### config.mk
export PLATFORM = sky130hd
export DESIGN_NAME = rv32_regfile_alu_dec
export DESIGN_NICKNAME = d
export VERILOG_FILES = /design/src/rtl/rv_pkg.sv /design/src/rtl/rv_alu.sv /design/src/rtl/rv32_regfile_alu_dec.sv
export SDC_FILE = /design/constraint.sdc
export NUM_CORES = 2
export LEC_CHECK = 0
export CAP_MARGIN = 30
export CORE_MARGIN = 5
export CORE_UTILIZATION = 37
export CTS_BUF_LIST = sky130_fd_sc_hd__clkbuf_4 sky130_fd_sc_hd__clkbuf_8 sky130_fd_sc_hd__clkbuf_16
export CTS_CLUSTER_DIAMETER = 80
export DETAILED_ROUTE_END_ITERATION = 12
export PLACE_DENSITY = 0.54
export SETUP_SLACK_MARGIN = 0.5
export SLEW_MARGIN = 30
export SYNTH_ARGS = -nofsm -noshare
export SYNTH_HDL_FRONTEND = slang
export SYNTH_SLANG_ARGS = --single-unit
### constraint.sdc
create_clock -name clk -period 20.9 [get_ports clk]
set_input_delay 5.225 -clock clk [delete_from_list [all_inputs] [get_ports clk]]
set_output_delay 5.225 -clock clk [all_outputs]
set_load 0.005 [all_outputs]
### src/rtl/rv_pkg.sv
// Shared constants for the npc core execution primitives: data widths,
// one-hot ALU op bit positions and the funct3 encodings the core decodes.
package rv_pkg;

  localparam int XLEN    = 32;
  localparam int NREGS   = 32;
  localparam int ALU_OPS = 10;

  localparam int ALU_ADD  = 0;
  localparam int ALU_SUB  = 1;
  localparam int ALU_SLT  = 2;
  localparam int ALU_SLTU = 3;
  localparam int ALU_AND  = 4;
  localparam int ALU_OR   = 5;
  localparam int ALU_XOR  = 6;
  localparam int ALU_SLL  = 7;
  localparam int ALU_SRL  = 8;
  localparam int ALU_SRA  = 9;

  localparam logic [2:0] F3_ADD = 3'd0;
  localparam logic [2:0] F3_LW  = 3'd2;
  localparam logic [2:0] F3_LBU = 3'd4;
  localparam logic [2:0] F3_SB  = 3'd0;
  localparam logic [2:0] F3_SW  = 3'd2;

endpackage

### src/rtl/rv_alu.sv
// Combinational RV32 integer ALU with a one-hot op select; the result is the
// OR of every selected operation, so zero ops selected yields zero.
module rv_alu
  import rv_pkg::*;
(
  input  logic [XLEN-1:0]    a_i,
  input  logic [XLEN-1:0]    b_i,
  input  logic [ALU_OPS-1:0] op_i,
  output logic [XLEN-1:0]    result_o
);

  logic [4:0]      shamt;
  logic [XLEN-1:0] res [ALU_OPS];

  assign shamt = b_i[4:0];

  always_comb begin
    res[ALU_ADD]  = a_i + b_i;
    res[ALU_SUB]  = a_i - b_i;
    res[ALU_SLT]  = {{(XLEN-1){1'b0}}, ($signed(a_i) < $signed(b_i))};
    res[ALU_SLTU] = {{(XLEN-1){1'b0}}, (a_i < b_i)};
    res[ALU_AND]  = a_i & b_i;
    res[ALU_OR]   = a_i | b_i;
    res[ALU_XOR]  = a_i ^ b_i;
    res[ALU_SLL]  = a_i << shamt;
    res[ALU_SRL]  = a_i >> shamt;
    res[ALU_SRA]  = $unsigned($signed(a_i) >>> shamt);

    result_o = '0;
    for (int i = 0; i < ALU_OPS; i++) begin
      result_o = result_o | ({XLEN{op_i[i]}} & res[i]);
    end
  end

endmodule

### src/rtl/rv32_regfile_alu_dec.sv
// npc execution primitives: 32x32 register file (async read, no bypass),
// integer ALU and funct3 one-hot decoder sharing only clock and reset.
module rv32_regfile_alu_dec
  import rv_pkg::*;
(
  input  logic               clk,
  input  logic               reset,
  input  logic               wen,
  input  logic [4:0]         waddr,
  input  logic [XLEN-1:0]    wdata,
  input  logic [4:0]         raddr1,
  output logic [XLEN-1:0]    rdata1,
  input  logic [4:0]         raddr2,
  output logic [XLEN-1:0]    rdata2,
  input  logic [XLEN-1:0]    alu_src1,
  input  logic [XLEN-1:0]    alu_src2,
  input  logic [ALU_OPS-1:0] alu_op,
  output logic [XLEN-1:0]    alu_result,
  input  logic [2:0]         f3_in,
  output logic [7:0]         f3_onehot
);

  logic [XLEN-1:0] regs_q [NREGS];

  always_ff @(posedge clk) begin
    if (reset) begin
      for (int i = 0; i < NREGS; i++) begin
        regs_q[i] <= '0;
      end
    end else if (wen && (waddr != 5'd0)) begin
      regs_q[waddr] <= wdata;
    end
  end

  // x0 is forced at the read mux so it stays zero regardless of array content
  assign rdata1 = (raddr1 == 5'd0) ? '0 : regs_q[raddr1];
  assign rdata2 = (raddr2 == 5'd0) ? '0 : regs_q[raddr2];

  rv_alu u_alu (
    .a_i      (alu_src1),
    .b_i      (alu_src2),
    .op_i     (alu_op),
    .result_o (alu_result)
  );

  always_comb begin
    f3_onehot        = '0;
    f3_onehot[f3_in] = 1'b1;
  end

endmodule

==> results.toml <==
[drt]
drt_pass1_iterations = 6
avgRoutedWirePerCell_um = 34.1
drc = 0
drt_wl_total_um = 236000
vias_per_cell = 6.21
top_layer_used = "met4"
vias = 42900
ant_nets = 0
wl_met1_um = 96500
dr.first_iter.drc_count = 6466
wl_met3_um = 24200
met2_length_um = 107000

[yosys]
synthAdderAreaFrac = 0.0200
synthTopCellsByArea = "edfxtp_1 (49%), mux4_2 (24%), and2_1 (10%), clkbuf_1 (2.1%), ha_1 (1.9%)"
synth_top_area_share = 0.490
synth_warnings = 0
synth_area_leader_cell = "edfxtp_1"
synth_edf_count = 1024
synth_top_family_by_area = "multiplexers"
yosys.area_share.simple = 0.139
post_synth_num_cell_types = 86
postSynthCellCount = 4568
seq_area_frac_synth = 0.490
synth.avg_cell_area_sq_um = 13.7
synth_xor_area_frac = 0.00363
synth_compound_area_frac = 0.0538
muxShareOfSynthArea = 0.259
synthesis.area_sq_um = 62800
synth-seq-cells = 1024
synthFlopType = "edfxtp_1"
async_flop_share = 0

[clock_network]
cts_made_buffers = 107
cts-resized-gates = 0
clock-sinks = 1024
cts_htree_levels = 3
root_buffer = "clkbuf_16"
postCtsSetupRepairBufs = 0
postCtsHoldBufs = 0
cts_tree = "built"
max-clock-path-buffers = 3
path_clk_slew_ps = 60

[timing]
rsz0062_at_grt = "no"
final.period_utilization = 0.747
finalSetupTns_ps = 0
slew_headroom = 0.303
fin_crit_ps = 15620
fmax_ghz = 0.0640
setup_viol = 0
worstMarginPinSlew_ps = 1040
hold_viol = 0
maxSlewViolCount = 0

[floorplanning]
die_area_sq_um = 178000
coreArea_sq_um = 169000
die_h_um = 422
ios = 231
rows = 151
fp.dieW_um = 422
start_util = 0.371

[run]
cap_violations = 0

[placed_design]
portBuffers = 230
place_congestion = 0.999
place_hpwl_um = 143000

[global_route]
grt_pass1_wl_um = 328000
first_global_vias = 42062
antenna_found_initial = 23
gr-usage-all-layers = 0.258
grt_max_degree = 102
overflow = 0

[final_layout]
top_regs = "regs_q: 1024 flops"
regMostFlops = "regs_q"
drive_gt1_frac = 0.234
largest_reg_flops = 1024
final_util = 0.418
syn_to_final_growth_pct = 12.7
n_fill_cell = 15271
nNetsFinal = 4829

[worst_hold_path]
hold_path_class = "input port to flip-flop"

[power_and_ir_drop]
vdd_drop_max_uv = 61.4
powerDensity_nw_per_um2 = 74.9
leakage_nw = 24.5

[critical_path]
startpoint_type = "input port"
arrival_ps = 10400
end_kind = "output pin"
critPathKind = "input port to output pin"
crit_required_ps = 15670
path_max_fanout = 36

[run_status]
outcome = "finished, final reports clean"
-- cell usage in the layout, fill, tap and decap left out, types with 13 or more instances in the layout --
cell,netlist,routed
mux2i_1,112,112
o31ai_1,13,13
edfxtp_1,1024,1024
clkbuf_4,0,16
clkinv_2,0,22
nand2b_1,13,13
o22ai_1,19,19
nor2b_1,14,14
a31oi_1,16,16
or2_2,39,37
nor2_4,0,33
and2_1,999,999
ha_1,97,97
nor3_1,23,23
xnor2_1,24,24
a211oi_1,23,23
clkbuf_16,0,111
buf_2,25,30
clkinv_1,5,36
a21oi_1,138,138
o21bai_1,20,20
a221oi_1,13,13
clkdlybuf4s50_1,0,188
a21o_1,19,19
o211ai_1,37,37
mux4_2,666,666
conb_1,1,32
nor2_1,230,197
o21ai_0,117,117
nand2_1,135,135
inv_1,103,103
nand3_1,40,40
buf_4,3,118
-- layer usage --
metal | vias to the layer above | GRT usage
li1 | 17540 | -
met1 | 22456 | 0.372
met2 | 2536 | 0.397
met3 | 368 | 0.0507
met4 | 0 | 0.0745
met5 | - | 0
-- cell type report --
class | count | area (sq um) | share of cell area
Inverter | 108 | 405 | 0.00573
Timing Repair Buffer | 351 | 3140 | 0.0444
Sequential cell | 1024 | 30700 | 0.435
Clock inverter | 67 | 515 | 0.00729
Antenna cell | 7 | 17.5 | 0.000248
Clock buffer | 127 | 2900 | 0.0410
Tap cell | 2218 | 2780 | 0.0392
Multi-Input combinational cell | 3011 | 30200 | 0.427
-- per-stage QoR --
stage / worst slack (ps) / cell area, sq um / power [W] / cells / hold slack [ps]
floorplan: 7050 / 62900 / 0.00301 / 4599 / 5420
global placement: 5530 / 67300 / 0.00341 / 6710 / 5840
detailed placement: 5460 / 67400 / 0.00341 / 6711 / 5840
CTS: 5450 / 70800 / 0.00531 / 6905 / 5080
global route: 5160 / 70700 / 0.00546 / 6907 / 5100
finish: 5280 / 70700 / 0.00530 / 6913 / 5140
-- cells by family (layout without fill, tap and decap cells) --
kind of cell,Yosys count,count (layout)
multiplexers,790,790
AND/OR/NAND/NOR,1548,1548
AO/OA/AOI/OAI,516,516
adder cells (fa/ha/maj),99,99
XOR/XNOR,26,26
other,1,39
flip-flops,1024,1024
buffers and inverters,564,653
-- worst max-delay path, cell delays in order --
cell             delay, ps
clkdlybuf4s50_1        470
buf_4                  380
inv_1                  350
ha_1                   630
and3_1                 240
a221oi_2               100
a2bb2oi_2              240
o311ai_2               460
a211oi_2               210
o41ai_1                830
or4b_1                 490
o21ai_0                 90
a211o_1                120
clkdlybuf4s50_1        530
-- path summary, 6_finish.rpt --
kind	from	to	slack, ps	cells past startpoint
worst max-delay path	alu_src2[4]	alu_result[29]	5280	14
worst min-delay path	reset	regs_q[0][17]	5140	1
-- cell usage after synthesis (4+ instances only) --
| master | instances |
|---|---|
| mux4_2 | 666 |
| nand4_1 | 10 |
| a31oi_1 | 16 |
| o221ai_1 | 8 |
| o2111ai_1 | 6 |
| a22oi_1 | 8 |
| nor2b_1 | 14 |
| or2_2 | 39 |
| o21ai_1 | 5 |
| a221o_1 | 5 |
| inv_1 | 103 |
| nand2_1 | 135 |
| o21a_1 | 4 |
| a211oi_1 | 23 |
| nor4_1 | 10 |
| clkbuf_1 | 352 |
| nor3_1 | 23 |
| and2_1 | 999 |
| nor2_1 | 230 |
| o21bai_1 | 20 |
| nand2b_1 | 13 |
| a221oi_1 | 13 |
| o311ai_0 | 9 |
| or3_1 | 8 |
| and3_1 | 5 |
| buf_1 | 74 |
| a211o_1 | 9 |
| mux2i_1 | 112 |
| o21ai_0 | 117 |
| nand3_1 | 40 |
| nand3b_1 | 7 |
| nor3b_1 | 4 |
| a21oi_1 | 138 |
| edfxtp_1 | 1024 |
| o211ai_1 | 37 |
| xnor2_1 | 24 |
| clkinv_1 | 5 |
| o31ai_1 | 13 |
| a21o_1 | 19 |
| mux2_2 | 12 |
| ha_1 | 97 |
| o22ai_1 | 19 |
| buf_2 | 25 |
-- where the power goes --
group          switching [W]  internal [W]  leakage, nW
combinational       0.000547      0.000411         13.0
clock               0.000833       0.00108         1.70
sequential         0.0000521       0.00237         9.75
total                0.00143       0.00386         24.5
Note: power is estimated with default switching activity, not from simulation.
